[config.mk]
export PLATFORM = sky130hd
export DESIGN_NAME = prog_mem_loader
export DESIGN_NICKNAME = d
export VERILOG_FILES = /design/src/rtl/prog_mem_loader.sv
export SDC_FILE = /design/constraint.sdc
export NUM_CORES = 1
export LEC_CHECK = 0
export ABC_AREA = 1
export CORE_MARGIN = 5
export CORE_UTILIZATION = 43
export CTS_BUF_LIST = sky130_fd_sc_hd__clkbuf_8
export DETAILED_ROUTE_END_ITERATION = 10
export HOLD_SLACK_MARGIN = 0.12
export PLACE_DENSITY = 0.76
export SETUP_SLACK_MARGIN = 0.3
export SYNTH_ARGS = -nofsm -noshare
export SYNTH_HDL_FRONTEND = slang
export SYNTH_SLANG_ARGS = --single-unit
[constraint.sdc]
create_clock -name clk -period 3.4 [get_ports clk]
set_input_delay 0.85 -clock clk [delete_from_list [all_inputs] [get_ports clk]]
set_output_delay 0.85 -clock clk [all_outputs]
set_load 0.02 [all_outputs]
[src/rtl/prog_mem_loader.sv]
// prog_mem_loader: streams a boot image into single-port BSRAM, then hands the BSRAM to the CPU as its instruction fetch port
module prog_mem_loader #(
  parameter int DATA_W = 16,
  parameter int ADDR_W = 11,
  parameter int IMAGE_LEN = 3,
  parameter int BASE_ADDR = 0,
  parameter int AUTO_BOOT = 1,
  parameter logic [DATA_W-1:0] NOP_WORD = '0
) (
  input  logic              clk,
  input  logic              reset,
  input  logic              load_req,
  input  logic              src_valid,
  input  logic [DATA_W-1:0] src_data,
  output logic              src_ready,
  input  logic [ADDR_W-1:0] cpu_adr,
  output logic [DATA_W-1:0] cpu_instr,
  output logic              cpu_hold,
  output logic              done,
  output logic [DATA_W-1:0] checksum,
  output logic              mem_ce,
  output logic              mem_wre,
  output logic [ADDR_W-1:0] mem_ad,
  output logic [DATA_W-1:0] mem_din,
  input  logic [DATA_W-1:0] mem_dout
);
  if (IMAGE_LEN < 1 || IMAGE_LEN > (1 << ADDR_W)) begin : g_len_chk
    $error("prog_mem_loader: IMAGE_LEN out of range");
  end
  typedef enum logic [1:0] {IDLE, LOAD, FLUSH, RUN} state_t;
  localparam logic [ADDR_W:0] LAST = (ADDR_W+1)'(IMAGE_LEN - 1);
  localparam logic [ADDR_W-1:0] BASE = ADDR_W'(BASE_ADDR);
  state_t state;
  logic [ADDR_W:0] idx;
  logic [ADDR_W-1:0] load_addr;
  logic start;
  always_comb begin
    start = (state == IDLE && (AUTO_BOOT != 0 || load_req)) || (state == RUN && load_req);
    src_ready = state == LOAD;
    mem_ad = state == RUN ? cpu_adr : load_addr;
  end
  always_ff @(posedge clk or posedge reset)
    if (reset) begin
      state <= IDLE;
      idx <= '0;
      cpu_hold <= 1'b1;
      done <= 1'b0;
      checksum <= '0;
      mem_ce <= 1'b0;
      mem_wre <= 1'b0;
      mem_din <= '0;
      load_addr <= BASE;
      cpu_instr <= NOP_WORD;
    end else begin
      mem_wre <= 1'b0;
      // the instruction drops to NOP on the same edge that re-enters LOAD
      cpu_instr <= state == RUN && !start ? mem_dout : NOP_WORD;
      if (start) begin
        state <= LOAD;
        idx <= '0;
        checksum <= '0;
        done <= 1'b0;
        cpu_hold <= 1'b1;
      end else if (state == LOAD && src_valid) begin
        mem_din <= src_data;
        mem_wre <= 1'b1;
        mem_ce <= 1'b1;
        load_addr <= BASE + idx[ADDR_W-1:0];
        checksum <= checksum ^ src_data;
        idx <= idx + (ADDR_W+1)'(1);
        if (idx == LAST) state <= FLUSH;
      end else if (state == FLUSH) begin
        state <= RUN;
        cpu_hold <= 1'b0;
        done <= 1'b1;
        mem_ce <= 1'b1;
      end
    end
endmodule

# Yosys cells after proc, flatten, opt, wreduce, memory -nomap -nowiden
# Index checks and enable logic that the tools add are counted.
# word_totals
reg_bits	77
in_bits	47
out_inout_bits	64
word_cells	52
# op_classes
addsub	1
eq_ne	6
n_mux	19
bitwise_logic	2
n_reduce_logical	14
# ops
cell	n
two-way mux 16 bit	3
two-way mux 12 bit	2
bitwise XOR 16 bit	1
adder 12 x 1 -> 12 bit, second input constant	1
equality test 12 x 2 -> 1 bit, second input constant	1
two-way mux 11 bit	1
two-way mux 1 bit	9
two-way mux 2 bit	4
AND reduction 2 bit	4
nonzero test 2 bit	3
equality test 2 bit, second input constant	2
logical AND 1 bit	3
inequality test 3 x 2 -> 1 bit, second input constant	1
nonzero test 3 bit	1
equality test 2 x 1 -> 1 bit, second input constant	1
logical NOT 2 bit	1
inequality test 2 bit, second input constant	1
logical NOT 1 bit	1
logical OR 1 bit	1
NOT 1 bit	1

# Longest topological paths before layout
# depth
ltp_word	6
ltp_mapped	9
depth_no_buf	7

# Least setup slack after synthesis
# Ideal clock, no wire load.
# synth_path
path_type	input-to-output
from	input cpu_adr[3]
to	output mem_ad[3]
arrival_time_ns	1.224
required_ns	2.550
path_slack_ns	1.326
stages	2
n_path_buf	0
path_cell_list	nor2_1 -> a21oi_1
# synth_via
elab_chain_len	1
# synth_rtl
element	line	text
from (decl)	16	input logic [ADDR_W-1:0] cpu_adr,
two-way mux 11 bit	40	mem_ad = state == RUN ? cpu_adr : load_addr;
to (decl)	23	output logic [ADDR_W-1:0] mem_ad,
# Every way passes these cells.

# Worst setup path after layout
# Ends and elaborated chain as after synthesis.

==> out/summary.txt <==
Buf/Inv on CP = 2
Tot Pwr = 3580 uW
CTS buffer count = 9
TritonCTS clock tree = yes
share of cells above drive strength 1 = 8.46%
Finished Core Util = 62.9%
critical-path cell list = clkdlybuf4s50_1 -> nor2_1 -> a21oi_1 -> clkdlybuf4s50_1
R2R Setup Slk = 1680 ps
Critical R2R Capture = checksum[5]$_DFFE_PP0P_
RSZ-0062 raised after global routing = false
Slowest-stage cell, CP = clkdlybuf4s50_1
sequential share of the synthesized area = 59.7%
Worst Skew = 5.37 ps
row count = 31
routed len/inst = 13.5 um
cell mode on critical path = clkdlybuf4s50_1
Synth Register Bits = 77
CP Capture Type = output pin
first-pass GRT wire length = 13200 um
Clock H-tree levels = 3
Final ANT Viol Nets = 0
Layout Nets = 505
Synth cell types = 26
Worst slew margin = 57.2%
number of cells on the critical path = 4
post-synthesis net count = 393
FMAX = 341 MHz
CP delay by family, top = buffers and inverters
first-iteration detailed-routing DRC count = 144
Mean Syn Cell Area = 9.39 um2
Period Utilization, post-route = 86.3%
clk buf depth = 2
Final min period = 2930 ps
critical path arrival = 2080 ps
ys flop type = dfrtp_1
# setup viols final = 0
drt total wl = 7540 um
Hold WC Path Type = reg2reg
P_leak = 0.00222 uW
postcts setup bufs = 0
Synth Instances = 344
mean number of vias per cell = 4.59
worst-margin pin slew = 640 ps
DR pass1 iterations = 4
Reg-to-Reg Start = state[1]$_DFFE_PP0P_
die height = 96.7 um
Die W = 96.7 um
Post-synth ARST share = 100%
worst vdd ir = 0.371 mV
Worst Setup SP = cpu_adr[3]
Final Max Slew Viols = 0
TNS Setup = 0 ps
startpoint types = input pin
Final Hold Vio Count = 0
critical path required time = 2550 ps
max incr delay on CP = 620 ps
crit path max fanout = 1
placed instance area = 0.00440 mm2
Finished Cell Area = 0.00458 mm2
total global routing overflow = 0
diode count = 0
Total GRT Usage = 17.1%
worst setup path category = in2out
YS warnings = 0
vias in the first global route = 2742
worst r2r path cells = 6
Post-synth EDFFs = 0
PortBufs = 110
initial antenna violation count = 0
number of max-cap violations = 0
Final Wtd Congestion = 0.880
status = finished clean
Sink Count = 77
HPWL Detailed = 5470 um
via count = 2569
Critical Path End = mem_ad[3]
clock insertion delay at the later pin of the skew report = 340 ps
Area Growth Syn to Fin = 41.9%
Power Dens Cells = 780 mW/mm2
DRC viols = 0
root buf cell = clkbuf_8
# IOs = 111
largest net degree at the start of global routing = 78
Placeable Area = 0.00729 mm2
Reg clk slew, reported paths = 80 ps
initial core utilization = 44.3%
die area = 0.00934 mm2
Mapped Area = 0.00323 mm2
## routing by layer
| layer | share of wire (%) | routed length, um | vias to the layer above | track usage [%] |
|---|---|---|---|---|
| li1 | - | - | 1279 | - |
| met1 | 41 | 3130 | 1218 | 20.1 |
| met2 | 52 | 3960 | 66 | 30.1 |
| met3 | 5.1 | 383 | 6 | 4.32 |
| met4 | 0.98 | 74 | 0 | 6.26 |
| met5 | 0 | 0 | - | 0 |
## where the power goes
part	leakage, uW	internal [uW]	switching [uW]	total, uW
clock	0.0000880	282	330	612
combinational	0.00114	727	866	1590
sequential	0.000992	1190	176	1370
## placed cells by master (no fill, tap or decap), drive strengths merged, types with 4 or more instances in the layout
cell type      Yosys  layout
a21oi              8       8
clkbuf             1      10
clkdlybuf4s50      0     110
clkinv             0       4
dfrtp             76      76
inv               37      37
mux2              10      10
nand2             93      93
nand3             13      13
nand4              4       4
nor2              55      55
o21ai             12      12
xor2              16      16
## worst reg2reg max path: stages (launching register included)
cell	delay, ps
dfrtp_1	460
inv_2	90
nand3_2	250
inv_2	410
nand2_1	160
xor2_1	180
nor2_1	60
## logic make-up (layout without fill, tap and decap cells)
| logic type | Yosys count | after routing | share of synthesized area, % |
|---|---|---|---|
| buffers and inverters | 48 | 165 | 6.70 |
| DFF | 77 | 77 | 59.7 |
| xor gates and xnor gates | 17 | 17 | 4.61 |
| adders and majority gates | 2 | 2 | 0.775 |
| muxes | 10 | 10 | 3.49 |
| and+or+nand+nor | 168 | 168 | 21.2 |
| AOI/OAI and AO/OA | 22 | 22 | 3.56 |
## state kept, by name, indices dropped and copies added (netlist names)
| signal | flops |
|---|---|
| cpu_hold | 1 |
| cpu_instr | 16 |
| mem_din | 16 |
| mem_ce | 1 |
| checksum | 16 |
| state | 2 |
| idx | 12 |
| done | 1 |
| load_addr | 11 |
| mem_wre | 1 |
## how the worst min path moves through the flow
stage | slack, ps | to | cells after the start | from
after floorplan | 440 | load_addr[10]$_DFFE_PP0P_ | 2 | load_addr[10]$_DFFE_PP0P_
after global placement | 460 | mem_ce$_DFFE_PP0P_ | 1 | mem_ce$_DFFE_PP0P_
after detailed placement | 460 | mem_din[5]$_DFFE_PP0P_ | 2 | mem_din[5]$_DFFE_PP0P_
after CTS | 490 | mem_din[5]$_DFFE_PP0P_ | 2 | mem_din[5]$_DFFE_PP0P_
after global routing | 520 | load_addr[7]$_DFFE_PP0P_ | 2 | load_addr[7]$_DFFE_PP0P_
final | 480 | load_addr[4]$_DFFE_PP0P_ | 2 | load_addr[4]$_DFFE_PP0P_
## final cells by class
class / count / area, um2
sequential: 77 / 1930
clock inverter: 6 / 38.8
multi-input combinational: 219 / 1090
fill: 660 / 2710
inverter: 37 / 139
timing repair buffer: 112 / 1130
tap: 99 / 124
clock buffer: 10 / 138
## cell usage after synthesis (all sizes together), types with 2 or more instances
master | n | area, um2
ha | 2 | 25.0
nand2 | 93 | 359
nor3 | 2 | 10.0
mux2 | 10 | 113
nand4 | 4 | 25.0
xor2 | 16 | 140
o21ai | 12 | 60.1
buf | 10 | 73.8
nand3 | 13 | 70.1
inv | 37 | 139
nor2 | 55 | 211
dfrtp | 76 | 1900
a21oi | 8 | 40.0
## what timing repair did
item | 4_1_cts | 5_1_grt
hold buffers | 0 | 0
resized for setup | 0 | 1
setup endpoints to repair | 0 | 7
hold endpoints to repair | 0 | 0
## stage by stage
| stage | hold WS [ps] | setup WS, ps | instances |
|---|---|---|---|
| floorplan | 443 | 585 | 344 |
| global placement | 458 | 458 | 544 |
| detailed placement | 464 | 435 | 544 |
| CTS | 486 | 339 | 560 |
| global route | 517 | 427 | 560 |
| finish | 483 | 465 | 560 |
Note: power is estimated with default switching activity, not from simulation.
